<file path="config.mk">
export PLATFORM = sky130hd
export DESIGN_NAME = port_op_unit
export DESIGN_NICKNAME = d
export VERILOG_FILES = /design/src/rtl/port_op_unit.sv
export SDC_FILE = /design/constraint.sdc
export NUM_CORES = 1
export LEC_CHECK = 0
export ABC_AREA = 1
export CORE_MARGIN = 3
export CORE_UTILIZATION = 55
export DETAILED_ROUTE_END_ITERATION = 6
export HOLD_SLACK_MARGIN = 0.15
export MAX_ROUTING_LAYER = met4
export PLACE_DENSITY = 0.89
export REMOVE_ABC_BUFFERS = 1
export SLEW_MARGIN = 15
export SYNTH_ARGS = -nofsm -noshare
export SYNTH_HDL_FRONTEND = slang
export SYNTH_SLANG_ARGS = --single-unit
</file>
<file path="constraint.sdc">
create_clock -name clk -period 2.5 [get_ports clk]
set_input_delay 0.75 -clock clk [delete_from_list [all_inputs] [get_ports clk]]
set_output_delay 0.75 -clock clk [all_outputs]
set_load 0.01 [all_outputs]
</file>
<file path="src/rtl/port_op_unit.sv">
// Two-operand op unit (xor/and/or/lt/mul/sel registered, div/mod via iterative restoring divider).
// Latency: 1 cycle for ops 0-4 and 7, WIDTH+1 cycles for div/mod (accept to out_valid).
// Backpressure: in_ready drops while the divider runs or the output register is full and not draining.
// Ports: clk/reset (sync, active-high); in_valid/in_ready/in_op/in1/in2 operand handshake;
//        out_valid/out_ready/out/out2 result handshake (out2 = ~out); busy = divider iterating.
module port_op_unit #(
  parameter int WIDTH  = 4,
  parameter bit SIGNED = 1'b0
) (
  input  logic             clk,
  input  logic             reset,
  input  logic             in_valid,
  output logic             in_ready,
  input  logic [2:0]       in_op,
  input  logic [WIDTH-1:0] in1,
  input  logic [WIDTH-1:0] in2,
  output logic             out_valid,
  input  logic             out_ready,
  output logic [WIDTH-1:0] out,
  output logic [WIDTH-1:0] out2,
  output logic             busy
);

  localparam int CW = $clog2(WIDTH);
  localparam logic [CW-1:0] CNT_LAST = CW'(WIDTH - 1);

  typedef enum logic {S_IDLE, S_DIV} state_e;

  state_e           state_q, state_d;
  logic [WIDTH-1:0] out_q, out_d;
  logic             out_valid_q, out_valid_d;
  logic [WIDTH-1:0] quot_q, quot_d;   // dividend magnitude shifting out, quotient shifting in
  logic [WIDTH-1:0] rem_q, rem_d;
  logic [WIDTH-1:0] dvs_q, dvs_d;     // divisor magnitude
  logic [WIDTH-1:0] a_raw_q, a_raw_d; // raw in1, returned by mod-by-zero
  logic [CW-1:0]    cnt_q, cnt_d;
  logic             is_mod_q, is_mod_d;
  logic             q_neg_q, q_neg_d;
  logic             r_neg_q, r_neg_d;
  logic             dbz_q, dbz_d;

  logic accept;
  assign in_ready = (state_q == S_IDLE) && (!out_valid_q || out_ready);
  assign accept   = in_valid && in_ready;

  // Operand magnitudes for the divider; the most negative value maps onto
  // 2^(WIDTH-1), which is still correct when read as unsigned.
  logic             a_neg, b_neg;
  logic [WIDTH-1:0] a_mag, b_mag;
  assign a_neg = SIGNED && in1[WIDTH-1];
  assign b_neg = SIGNED && in2[WIDTH-1];
  assign a_mag = a_neg ? -in1 : in1;
  assign b_mag = b_neg ? -in2 : in2;

  // Single-cycle ALU
  logic [WIDTH-1:0] prod;
  logic             lt;
  logic [WIDTH-1:0] alu_res;
  assign prod = in1 * in2;  // low bits are sign-agnostic
  assign lt   = SIGNED ? ($signed(in1) < $signed(in2)) : (in1 < in2);

  always_comb begin
    alu_res = '0;
    unique case (in_op)
      3'd0:    alu_res = in1 ^ in2;
      3'd1:    alu_res = in1 & in2;
      3'd2:    alu_res = in1 | in2;
      3'd3:    alu_res = {{(WIDTH-1){1'b0}}, lt};
      3'd4:    alu_res = prod;
      default: alu_res = in1[1] ? (in1 ^ in2) : (in1 & in2);
    endcase
  end

  // One restoring-division step: shift in the next dividend bit, subtract if it fits.
  logic [WIDTH:0]   rem_sh, trial;
  logic             q_bit;
  logic [WIDTH-1:0] rem_nx, quot_nx, q_fix, r_fix, div_res;
  assign rem_sh  = {rem_q, quot_q[WIDTH-1]};
  assign trial   = rem_sh - {1'b0, dvs_q};
  assign q_bit   = ~trial[WIDTH];
  assign rem_nx  = q_bit ? trial[WIDTH-1:0] : rem_sh[WIDTH-1:0];
  assign quot_nx = {quot_q[WIDTH-2:0], q_bit};
  // min / -1 needs no special case: magnitude 2^(WIDTH-1), unnegated, wraps to min.
  assign q_fix   = q_neg_q ? -quot_nx : quot_nx;
  assign r_fix   = r_neg_q ? -rem_nx : rem_nx;
  assign div_res = dbz_q ? (is_mod_q ? a_raw_q : '1) : (is_mod_q ? r_fix : q_fix);

  always_comb begin
    state_d     = state_q;
    out_d       = out_q;
    out_valid_d = out_valid_q;
    quot_d      = quot_q;
    rem_d       = rem_q;
    dvs_d       = dvs_q;
    a_raw_d     = a_raw_q;
    cnt_d       = cnt_q;
    is_mod_d    = is_mod_q;
    q_neg_d     = q_neg_q;
    r_neg_d     = r_neg_q;
    dbz_d       = dbz_q;
    unique case (state_q)
      S_IDLE: begin
        if (out_valid_q && out_ready) out_valid_d = 1'b0;
        if (accept) begin
          if (in_op == 3'd5 || in_op == 3'd6) begin
            state_d  = S_DIV;
            quot_d   = a_mag;
            rem_d    = '0;
            dvs_d    = b_mag;
            a_raw_d  = in1;
            cnt_d    = '0;
            is_mod_d = (in_op == 3'd6);
            q_neg_d  = a_neg ^ b_neg;
            r_neg_d  = a_neg;
            dbz_d    = (in2 == '0);
          end else begin
            out_d       = alu_res;
            out_valid_d = 1'b1;
          end
        end
      end
      S_DIV: begin
        quot_d = quot_nx;
        rem_d  = rem_nx;
        cnt_d  = cnt_q + CW'(1);
        if (cnt_q == CNT_LAST) begin
          out_d       = div_res;
          out_valid_d = 1'b1;
          state_d     = S_IDLE;
        end
      end
      default: state_d = S_IDLE;
    endcase
  end

  always_ff @(posedge clk) begin
    if (reset) begin
      state_q     <= S_IDLE;
      out_q       <= '0;
      out_valid_q <= 1'b0;
      quot_q      <= '0;
      rem_q       <= '0;
      dvs_q       <= '0;
      a_raw_q     <= '0;
      cnt_q       <= '0;
      is_mod_q    <= 1'b0;
      q_neg_q     <= 1'b0;
      r_neg_q     <= 1'b0;
      dbz_q       <= 1'b0;
    end else begin
      state_q     <= state_d;
      out_q       <= out_d;
      out_valid_q <= out_valid_d;
      quot_q      <= quot_d;
      rem_q       <= rem_d;
      dvs_q       <= dvs_d;
      a_raw_q     <= a_raw_d;
      cnt_q       <= cnt_d;
      is_mod_q    <= is_mod_d;
      q_neg_q     <= q_neg_d;
      r_neg_q     <= r_neg_d;
      dbz_q       <= dbz_d;
    end
  end

  assign out       = out_q;
  assign out2      = ~out_q;
  assign out_valid = out_valid_q;
  assign busy      = (state_q == S_DIV);

endmodule
</file>
=== After elaboration in Yosys (flattened, before gate mapping) ===
Cells that the tools add are included.

* Bits in registers: 26
* Input port bits: 15
* Output and inout port bits: 11
* Word-level logic and storage cells: 70

* Add/subtract/negate cells: 2
* $mul: 1
* Order comparisons: 1
* Equal/unequal tests: 11
* Mux-type cells: 28
* Bitwise logic cells: 6
* Reductions and logical operators: 11

{| class="wikitable"
|+ Operators with widths
! operator !! count
|-
| 4-bit 2-to-1 mux || 12
|-
| 4-bit one-hot mux with 2 select lines || 3
|-
| 4-bit one-hot mux with 5 select lines || 1
|-
| 3-bit == test (second input constant) || 3
|-
| 1-bit 2-to-1 mux || 7
|-
| 3-bit by 2-bit == test with 1-bit output (second input constant) || 2
|-
| 3-bit AND reduction || 2
|-
| 5-bit by 4-bit subtractor with 5-bit output || 1
|-
| 4-bit bitwise AND || 1
|-
| 4-bit logical NOT || 1
|-
| 4-bit < comparator || 1
|-
| 4-bit by 4-bit multiplier with 4-bit output || 1
|-
| 2-bit 2-to-1 mux || 2
|-
| 2-bit by 1-bit inequality test with 1-bit output (second input constant) || 2
|-
| 2-bit inequality test (second input constant) || 2
|-
| 4-bit NOT || 1
|-
| 4-bit bitwise OR || 1
|-
| 1-bit one-hot mux with 2 select lines || 2
|-
| 2-bit one-hot mux with 2 select lines || 1
|-
| 4-bit bitwise XOR || 1
|-
| 3-bit by 1-bit == test with 1-bit output (second input constant) || 1
|-
| 1-bit logical AND || 3
|-
| 3-bit logical NOT || 1
|-
| 2-bit by 1-bit adder with 2-bit output (second input constant) || 1
|-
| 5 further kinds || 7
|}

=== Longest topological paths before layout ===
Gate-level depths: netlist (run 1).

* Depth after elaboration: 6
* Mapped depth: 19
* Mapped depth without buffers: 18

=== Worst setup path before layout (run 1) ===
OpenSTA, ideal clock, no wires.

* Kind: in2reg
* Start: in in1[1]
* End: reg out_q[3], in the netlist out[3]
* Library setup time: 109 ps
* Data arrival time: 2203 ps
* Data required time: 2391 ps
* Slack: 188 ps
* Stages: 18
* Path buffers: 0
* Path through: ha_1 > xnor2_1 > ha_1 > ha_1 > inv_1 > nand3_1 > nand2_1 > inv_1 > nand2_1 > nand2_1 > nand2_1 > nand2_1 > nand2_1 > nand2_1 > nand2_1 > nand3_1 > nand2_1 > inv_1

* Longest elaborated chain between the ends: 5
* Elaborated cells on any way between the ends: 6
* Classes of those cells: mul: 1; mux: 5

{| class="wikitable"
|+ RTL lines
! item !! RTL line !! RTL
|-
| from (decl) || 15 || <nowiki>input logic [WIDTH-1:0] in1,</nowiki>
|-
| 4-bit by 4-bit multiplier with 4-bit output / 4-bit 2-to-1 mux (equally long branches) || 59, 70 ||
|-
| 4-bit one-hot mux with 5 select lines (*) || 64 || <nowiki>unique case (in_op)</nowiki>
|-
| 4-bit 2-to-1 mux (*) || 105 || <nowiki>if (in_op == 3'd5 || in_op == 3'd6) begin</nowiki>
|-
| 4-bit 2-to-1 mux (*) || 104 || <nowiki>if (accept) begin</nowiki>
|-
| 4-bit one-hot mux with 2 select lines (*) || 101 || <nowiki>unique case (state_q)</nowiki>
|-
| to (signal assigned) || 152 || <nowiki>out_q <= out_d;</nowiki>
|-
| to (decl) || 30 || <nowiki>logic [WIDTH-1:0] out_q, out_d;</nowiki>
|}

Every way passes the cells marked *; elsewhere a longest branch is shown, timed or not. The select of a mux whose other input is x is not followed.
A chain may end at the register's enable or synchronous reset.

=== Final worst setup path (run 1) ===
Same ends and word-level chain as after synthesis.

==> results of run 1 <==
-- repair_timing --
| item | 4_1_cts | 5_1_grt |
|---|---|---|
| gates resized for setup | 4 | 9 |
| endpoints found under the hold margin | 0 | 0 |
| pin swaps | 1 | 4 |
| endpoints found under the setup margin | 2 | 1 |
-- metal layers --
metal / part of all wire (%) / wire length, µm
met3: 4.8 / 248
met1: 45 / 2320
met4: 1.4 / 73
met2: 49 / 2540
met5: 0 / 0
-- through the flow --
stage | total power, mW | TNS, ns | hold slack (ns)
2_1_floorplan | 0.683 | 0 | 0.433
3_3_place_gp | 0.833 | -0.675 | 0.449
3_5_place_dp | 0.842 | -0.725 | 0.462
4_1_cts | 1.11 | -0.0802 | 0.476
5_1_grt | 1.18 | -0.0106 | 0.493
6_report | 1.11 | 0 | 0.478
-- layout make-up --
class                   instances  area [µm²]  area share, %
inverters                      49         186           7.34
well taps                      46        57.6           2.27
flip-flops and latches         26         520           20.5
repair buffers                 45         410           16.2
clock buffers                   4        55.1           2.17
multi-input cells             237        1310           51.6
-- power by group through the flow --
stage / Clock (mW) / Combinational (mW) / Sequential, mW
final: 0.271 / 0.381 / 0.456
after global routing: 0.287 / 0.429 / 0.460
after CTS: 0.271 / 0.378 / 0.456
after detailed placement: 0 / 0.376 / 0.466
after global placement: 0 / 0.369 / 0.465
after floorplan: 0 / 0.214 / 0.468
-- worst paths after layout --
path              start         end  slack [ns]  cells after the start
max              in1[1]      out[3]        0.11                     19
min          a_raw_q[0]  a_raw_q[0]        0.48                      2
max reg2reg   quot_q[3]      out[3]        0.48                     14
min reg2reg  a_raw_q[0]  a_raw_q[0]        0.48                      2
-- placed cells by master (no fill, tap or decap) --
cell / n
a211oi_1: 1
a21oi_1: 26
a21oi_2: 1
a21oi_4: 1
a221oi_1: 1
a31oi_1: 3
buf_4: 20
clkbuf_8: 4
clkdlybuf4s50_1: 18
dfxtp_1: 26
dlygate4sd2_1: 2
dlymetal6s2s_1: 5
fa_1: 1
ha_1: 20
ha_2: 2
inv_1: 42
inv_2: 6
inv_4: 1
nand2_1: 103
nand2_2: 4
nand2_4: 3
nand3_1: 19
nand3_2: 2
nand3b_1: 1
nand4_1: 2
nor2_1: 23
nor2_4: 1
nor2_8: 1
nor3_1: 4
o211ai_1: 1
o21ai_0: 11
o21ai_1: 4
xnor2_1: 1
xor2_1: 1
-- state kept, by name, summed over array words and instances, names as in the netlist --
name / cells
a_raw_q: 4
busy: 1
cnt_q: 2
dbz_q: 1
dvs_q: 4
is_mod_q: 1
out: 4
out_valid: 1
quot_q: 4
rem_q: 4
-- kinds of logic (layout without fill, tap and decap cells) --
group | Yosys count | in the layout | share of synthesized area, %
AO/OA/AOI/OAI | 49 | 49 | 13.4
XOR/XNOR | 2 | 2 | 0.861
adder cells (fa/ha/maj) | 23 | 23 | 14.5
buffers and inverters | 56 | 98 | 10.9
flip-flops | 26 | 26 | 25.6
AND/OR/NAND/NOR | 163 | 163 | 34.8
-- worst max-delay path, stage by stage --
cell	delay, ns
dlygate4sd2_1	0.25
ha_2	0.17
xnor2_1	0.12
ha_1	0.30
ha_2	0.19
inv_2	0.06
nand3_2	0.05
nand2_2	0.07
inv_1	0.04
nand2_2	0.05
nand2_1	0.05
nand2_1	0.06
nand2_1	0.05
nand2_1	0.06
nand2_1	0.05
nand2_1	0.07
nand3_1	0.08
nand2_1	0.07
inv_1	0.04
-- cell usage after synthesis, types with 2 or more instances --
master    number  area [µm²]
a21oi_1       26         130
a31oi_1        3        18.8
clkbuf_1       5        18.8
dfxtp_1       26         521
ha_1          22         275
inv_1         43         161
inv_2          5        18.8
nand2_1      105         394
nand2_2        2        12.5
nand2_4        3        33.8
nand3_1       20         100
nand4_1        2        12.5
nor2_1        23        86.3
nor3_1         4        20.0
o21ai_0       11        55.1
o21ai_1        4        20.0
==> results.yml, run 1 <==
final_layout:
  fin_area_um2: 2540
  layout.nets: 400
  drive_gt1_share_pct: 12.7
  area_growth_pct: 24.7
  utilization_pct: 73.8
  fill_cells: 259
  num_antenna_cells: 0
  final_cells: 407
timing:
  tightestPinTransition_ns: 0.374
  max-slew-margin-rel_pct: 75.0
  finClkSkew_ns: 0.00232
  period_minus_slack_ns: 2.39
  hold_viol_final: 0
  setup_viol: 0
  setup_ws_ns: 0.114
  slew_violations: 0
  finalCritPeriodShare_pct: 95.4
  fmax_ghz: 0.419
die:
  dieArea_um2: 4470
  rows: 21
  dieHeight_um: 66.8
  start_util_pct: 59.1
  core_area_um2: 3440
  die_w_um: 66.8
  io_pins: 26
setup_path:
  startpoint_type: "input pin"
  worst_setup_path_end_kind: "flop"
  crit_fanout: 2
  arrival_ns: 2.56
  worstSetupPathType: "in -> reg"
  required_ns: 2.68
power:
  peakVddDrop_v: 0.000340
  p_sw_mw: 0.366
  p_clk_share_pct: 24.4
  power_density_nw_per_um2: 437
  seqPwrFrac_pct: 41.2
  cellLeakagePower_nw: 1.30
  internal_power_mw: 0.742
  sw_frac_of_total_pct: 33.0
  pwr-share-comb_pct: 34.4
grt:
  top_usage_layer: "met2"
  met2_usage_pct: 43.4
  met1_usage_pct: 31.9
  grt_overflow_total: 0
  grt_pass1_vias: 2007
  gr-usage-all-layers_pct: 25.7
  grt_first_pass_wirelength_um: 8650
  antenna_found_initial: 0
  grtUsageMet3_pct: 4.22
  grt_max_degree: 15
synthesis:
  avgSynthCellArea_um2: 6.38
  ys_ff_latch: 26
  ys_warn_count: 0
  synth_flop_cell: "dfxtp_1"
  synth_area_um2: 2040
  synthArstFlopShare_pct: 0
  synth_cells: 319
  yosysSeqAreaShare_pct: 25.6
  synth_edf_count: 0
  synth.distinct_cells: 31
route:
  routed_wl_um: 5180
  ant_nets: 0
  drc_errors: 0
  drt_iter0_drc: 127
  drt_first_pass_iters: 5
  post_drt_wl_per_cell_um: 12.7
  viasPerCell: 5.25
  num_vias: 2136
clock_network:
  root_buffer: "clkbuf_8"
  cts.reportedPaths.clkPinSlew_ns: 0.09
  cts_setup_buffers: 0
  cts_tree: "yes"
  worst_skew_pair.late_latency_ns: 0.27
  cts_sinks: 26
  hold_buffers: 0
  htreeDepth: 1
  numCtsBuffers: 3
  clockBufferDepth: 2
status:
  status: "finished, final reports clean"
place:
  portBuffers: 25
  dpl_cell_area_um2: 2460
  gp_congestion: 0.929
  dp.cells: 403
  dp_hpwl_um: 3960
  dpl_worst_slack_ns: -0.419
hold_path:
  min_path_type: "reg -> reg"
job:
  cap_violations: 0
No activity file was read; power rests on OpenSTA's default activity.
==> inputs of run 2 (changes only) <==
--- a/config.mk
+++ b/config.mk
@@ -13,7 +13,7 @@
 export MAX_ROUTING_LAYER = met4
 export PLACE_DENSITY = 0.89
 export REMOVE_ABC_BUFFERS = 1
-export SLEW_MARGIN = 15
+export SLEW_MARGIN = 10
 export SYNTH_ARGS = -nofsm -noshare
 export SYNTH_HDL_FRONTEND = slang
 export SYNTH_SLANG_ARGS = --single-unit
==> results of run 2 <==
Same layout as run 1: the final DEF is identical, and so are final timing and power.
==> inputs of run 3 (changes only) <==
--- a/config.mk
+++ b/config.mk
@@ -6,6 +6,7 @@
 export NUM_CORES = 1
 export LEC_CHECK = 0
 export ABC_AREA = 1
+export CAP_MARGIN = 20
 export CORE_MARGIN = 3
 export CORE_UTILIZATION = 55
 export DETAILED_ROUTE_END_ITERATION = 6
==> results of run 3 <==
Same layout as run 1: the final DEF is identical, and so are final timing and power.
==> edit 1 (flow settings as in run 2) <==
`SIGNED`: 1'b0 -> 1'b1.
--- a/src/rtl/port_op_unit.sv
+++ b/src/rtl/port_op_unit.sv
@@ -5,7 +5,7 @@
 //        out_valid/out_ready/out/out2 result handshake (out2 = ~out); busy = divider iterating.
 module port_op_unit #(
   parameter int WIDTH  = 4,
-  parameter bit SIGNED = 1'b0
+  parameter bit SIGNED = 1'b1
 ) (
   input  logic             clk,
   input  logic             reset,
Formal check against the unedited RTL: not equivalent (Yosys sat finds a counterexample within 4 cycles, from zero or initial values and one cycle with reset high).
==> edit 1 against run 2 <==
Worst hold slack worse by 0.0036 ns; setup slack worse by 0.046 ns; die area up 5.4%; synthesized area up 5.9%; register-to-register slack worse by 0.30 ns; sequential power up 7.2%; cell area up 8.3%; global-route usage up 0.88 points; total power up 15%; non-clock buffer count up 7; sequential cell count up 1; wire length up 11%; critical endpoint unchanged; largest power group is now combinational logic.
==> edit 1: results (changes against run 2) <==
<table>
<tr><th>Metric</th><th>Value</th></tr>
<tr><th colspan="2">Global route</th></tr>
<tr><td>Total global routing track utilization</td><td>26.62% (+0.88 points)</td></tr>
<tr><td>Met1 demand-to-capacity share in global routing</td><td>32.51% (+0.61 points)</td></tr>
<tr><td>M2 GR Usage</td><td>45.29% (+1.9 points)</td></tr>
<tr><td>Met3 demand-to-capacity share in global routing</td><td>3.241% (-0.97 points)</td></tr>
<tr><td>Global-route wire length before repair</td><td>9377 um (+8.4%)</td></tr>
<tr><th colspan="2">Power</th></tr>
<tr><td>Comb. pwr</td><td>533 uW (+40%)</td></tr>
<tr><td>Fraction of power spent switching nets</td><td>36.82% (+3.8 points)</td></tr>
<tr><td>Leak</td><td>1.298 nW (about the same)</td></tr>
<tr><td>Power in the clock group</td><td>248 uW (-8.5%)</td></tr>
<tr><td>Comb pwr share</td><td>42.0% (+7.6 points)</td></tr>
<tr><th colspan="2">Critical path</th></tr>
<tr><td>Depth of the most critical reg-to-reg path</td><td>16 (+2)</td></tr>
<tr><td>Endpoint arrival time on the critical path</td><td>2.59 ns (+0.03 ns)</td></tr>
<tr><td>Reg2Reg Capture Point</td><td>out[1]$_SDFFE_PP0P_</td></tr>
<tr><td>Register-to-register path setup slack</td><td>0.18 ns (-0.30 ns)</td></tr>
<tr><td>Crit-path max cell delay</td><td>0.26 ns (-0.04 ns)</td></tr>
<tr><th colspan="2">Route</th></tr>
<tr><td>Post-detailed-route wirelength per cell</td><td>13.84 um (+8.9%)</td></tr>
<tr><td>Detailed-route vias per instance</td><td>5.540 (+5.6%)</td></tr>
<tr><td>Detailed route wirelength on metal3</td><td>306 um (+23%)</td></tr>
<tr><td>Number of violations reported at the end of detailed-routing iteration 0</td><td>308 (+140%)</td></tr>
<tr><th colspan="2">Final layout</th></tr>
<tr><td>Final instance count without filler cells</td><td>415 (+2.0%)</td></tr>
<tr><th colspan="2">Hold path</th></tr>
<tr><td>Hold path endpoint</td><td>cnt_q[1]$_SDFFE_PP0P_</td></tr>
<tr><th colspan="2">STA</th></tr>
<tr><td>Worst Skew</td><td>0.005527 ns (+0.003203 ns)</td></tr>
<tr><th colspan="2">Synthesis</th></tr>
<tr><td>Post-synthesis cell type count</td><td>36 (+16%)</td></tr>
<tr><th colspan="2">Run status</th></tr>
<tr><td>Result of the run</td><td>completed</td></tr>
<tr><th colspan="2">Placement</th></tr>
<tr><td>Number of placed cells counting well taps</td><td>411 (+2.0%)</td></tr>
<tr><td>Weighted congestion reported at the end of routability-driven placement</td><td>0.9432 (+1.5%)</td></tr>
</table>
edit 1: changes by cell type in the layout (fill, tap and decap cells not counted), moves of 4 or more:
cell	change
sky130_fd_sc_hd__nor2_1	-8
sky130_fd_sc_hd__o21ai_0	+6
sky130_fd_sc_hd__a31oi_1	+6
sky130_fd_sc_hd__inv_2	+5
sky130_fd_sc_hd__o21ai_1	+4
sky130_fd_sc_hd__nand2_1	-31
sky130_fd_sc_hd__xnor2_1	+4
sky130_fd_sc_hd__buf_4	+7
edit 1: how the worst max path moves through the flow:
stage | from | end | slack [ns] | cells past startpoint
after floorplan | in1[1] | out[3]$_SDFFE_PP0P_ | -0.002 | 10
after global placement | in1[1] | out[3]$_SDFFE_PP0P_ | -0.53 | 11
after detailed placement | in1[1] | out[3]$_SDFFE_PP0P_ | -0.71 | 11
after CTS | in1[1] | out[3]$_SDFFE_PP0P_ | 0.004 | 11
after global routing | in2[2] | out[3]$_SDFFE_PP0P_ | 0.003 | 12
final | in2[2] | out[3]$_SDFFE_PP0P_ | 0.07 | 12
edit 1: area by class of cell:
cell class,instances,area (um^2),share of cell area [%]
clock buffers,4,45.04,1.638
inverters,51,191.4,6.961
multi-input cells,233,1469,53.41
flip-flops and latches,27,540.5,19.65
well taps,48,60.06,2.184
repair buffers,52,444.2,16.15
edit 1: logic make-up (layout without fill, tap and decap cells):
| family | count (synthesis) | after routing | share of synthesized area [%] |
|---|---|---|---|
| buffers and inverters | 57 | 107 | 10.33 |
| XOR/XNOR | 8 | 8 | 3.250 |
| flip-flops | 27 | 27 | 25.07 |
| AO/OA/AOI/OAI | 76 | 76 | 20.55 |
| adder cells (fa/ha/maj) | 26 | 26 | 15.44 |
| AND/OR/NAND/NOR | 123 | 123 | 25.36 |
==> edit 2 (flow settings as in run 2) <==
Without the edit above. Make the reset (`reset`) asynchronous in one clocked block.
--- a/src/rtl/port_op_unit.sv
+++ b/src/rtl/port_op_unit.sv
@@ -133,7 +133,7 @@
     endcase
   end
 
-  always_ff @(posedge clk) begin
+  always_ff @(posedge clk or posedge reset) begin
     if (reset) begin
       state_q     <= S_IDLE;
       out_q       <= '0;
Behaviour: differs if reset is asserted again (counterexample within 4 cycles, from zero or initial values and one cycle with reset high); with reset held inactive, the same outputs for 10 cycles.
==> edit 2 against run 2 <==
Worst hold slack improved by 0.038 ns; sequential cell count unchanged; wire length shrank 3.7%; cell area is 0.39% lower; fmax is 2.1% lower; setup slack worse by 0.051 ns; synthesized area up 0.61%.
Power is not compared: it rests on default switching activity, and its combinational part moved more than twofold at a synthesized area within 25%.
==> edit 2: results (changes against run 2) <==
<table>
<tr><th>Metric</th><th>Value</th></tr>
<tr><th colspan="2">Final layout</th></tr>
<tr><td>Total of plain and repair buffers excluding clock buffers</td><td>40 (-11%)</td></tr>
<tr><td>Multi-input gate share of total cell area</td><td>46.36% (-5.2 points)</td></tr>
<tr><td>Share of layout cells above drive strength 1</td><td>11.55% (-1.2 points)</td></tr>
<tr><td>Seq/total area</td><td>25.73% (+5.2 points)</td></tr>
<tr><td>Count of flip-flops and latches</td><td>26 (unchanged)</td></tr>
<tr><td>NonClk Buf Share</td><td>15.04% (-1.1 points)</td></tr>
<tr><th colspan="2">Synthesis</th></tr>
<tr><td>Average cell area after synthesis</td><td>7.087 um^2 (+11%)</td></tr>
<tr><td>Post-synthesis sequential area ratio</td><td>31.77% (+6.2 points)</td></tr>
<tr><td>Async set-reset flop share out of synthesis</td><td>100.0% (+100 points)</td></tr>
<tr><td>Prevailing post-synth register cell</td><td>sky130_fd_sc_hd__dfrtp_1</td></tr>
<tr><td>Parity-gate share of the synthesized area counting xor and xnor cells</td><td>0.8552% (-0.0053 points)</td></tr>
<tr><th colspan="2">Critical path</th></tr>
<tr><td>FF-to-FF Start</td><td>quot_q[3]$_DFFE_PP0P_</td></tr>
<tr><td>Startpoint of the most critical setup path</td><td>out_ready</td></tr>
<tr><th colspan="2">STA</th></tr>
<tr><td>Worst Skew</td><td>0.004140 ns (+0.001817 ns)</td></tr>
<tr><td>Headroom to the max-slew limit</td><td>73.20% (-1.8 points)</td></tr>
<tr><th colspan="2">Global route</th></tr>
<tr><td>Met3 demand-to-capacity share in global routing</td><td>1.855% (-2.4 points)</td></tr>
<tr><td>Number of global-route vias before repair</td><td>1,869 (-6.9%)</td></tr>
<tr><td>Met1 demand-to-capacity share in global routing</td><td>28.08% (-3.8 points)</td></tr>
<tr><td>Total global routing track utilization</td><td>24.01% (-1.7 points)</td></tr>
<tr><td>M2 GR Usage</td><td>43.93% (+0.49 points)</td></tr>
<tr><th colspan="2">Die</th></tr>
<tr><td>Total die area</td><td>4492 um^2 (+0.55%)</td></tr>
<tr><th colspan="2">Run status</th></tr>
<tr><td>Result of the run</td><td>completed</td></tr>
<tr><th colspan="2">Route</th></tr>
<tr><td>Total routed wirelength</td><td>4983 um (-3.7%)</td></tr>
<tr><td>Met2 routed wirelength</td><td>2575 um (+1.5%)</td></tr>
<tr><td>Detailed route wirelength on metal3</td><td>323 um (+30%)</td></tr>
<tr><th colspan="2">Clock tree</th></tr>
<tr><td>Count of cells resized by post-cts repair</td><td>5 (+1)</td></tr>
<tr><th colspan="2">Hold path</th></tr>
<tr><td>Min-Delay Startpoint</td><td>cnt_q[1]$_DFFE_PP0P_</td></tr>
<tr><td>Number of stages on the worst hold path</td><td>1 (-1)</td></tr>
</table>
-- edit 2: metrics by stage --
step / hold WS, ns / cell area [um^2] / setup slack [ns]
2_1_floorplan: 0.4532 / 2021 / 0.2196
3_3_place_gp: 0.4787 / 2454 / -0.3041
3_5_place_dp: 0.4962 / 2454 / -0.3626
4_1_cts: 0.5218 / 2510 / 0.04539
5_1_grt: 0.5337 / 2529 / 0.01545
6_report: 0.5161 / 2529 / 0.06357
-- edit 2: report_power, final --
part,switching [mW],leakage (nW),internal (mW)
Combinational,0.850,1.01,0.593
Clock,0.132,0.0288,0.141
Sequential,0.142,0.323,0.620
-- edit 2: worst paths after layout --
check / slack, ns / to
max: 0.06 / in_ready
min: 0.52 / cnt_q[1]$_DFFE_PP0P_
max reg2reg: 0.30 / out[1]$_DFFE_PP0P_
min reg2reg: 0.52 / cnt_q[1]$_DFFE_PP0P_
max in group asynchronous: 1.43 / quot_q[3]$_DFFE_PP0P_
min in group asynchronous: 0.83 / cnt_q[0]$_DFFE_PP0P_
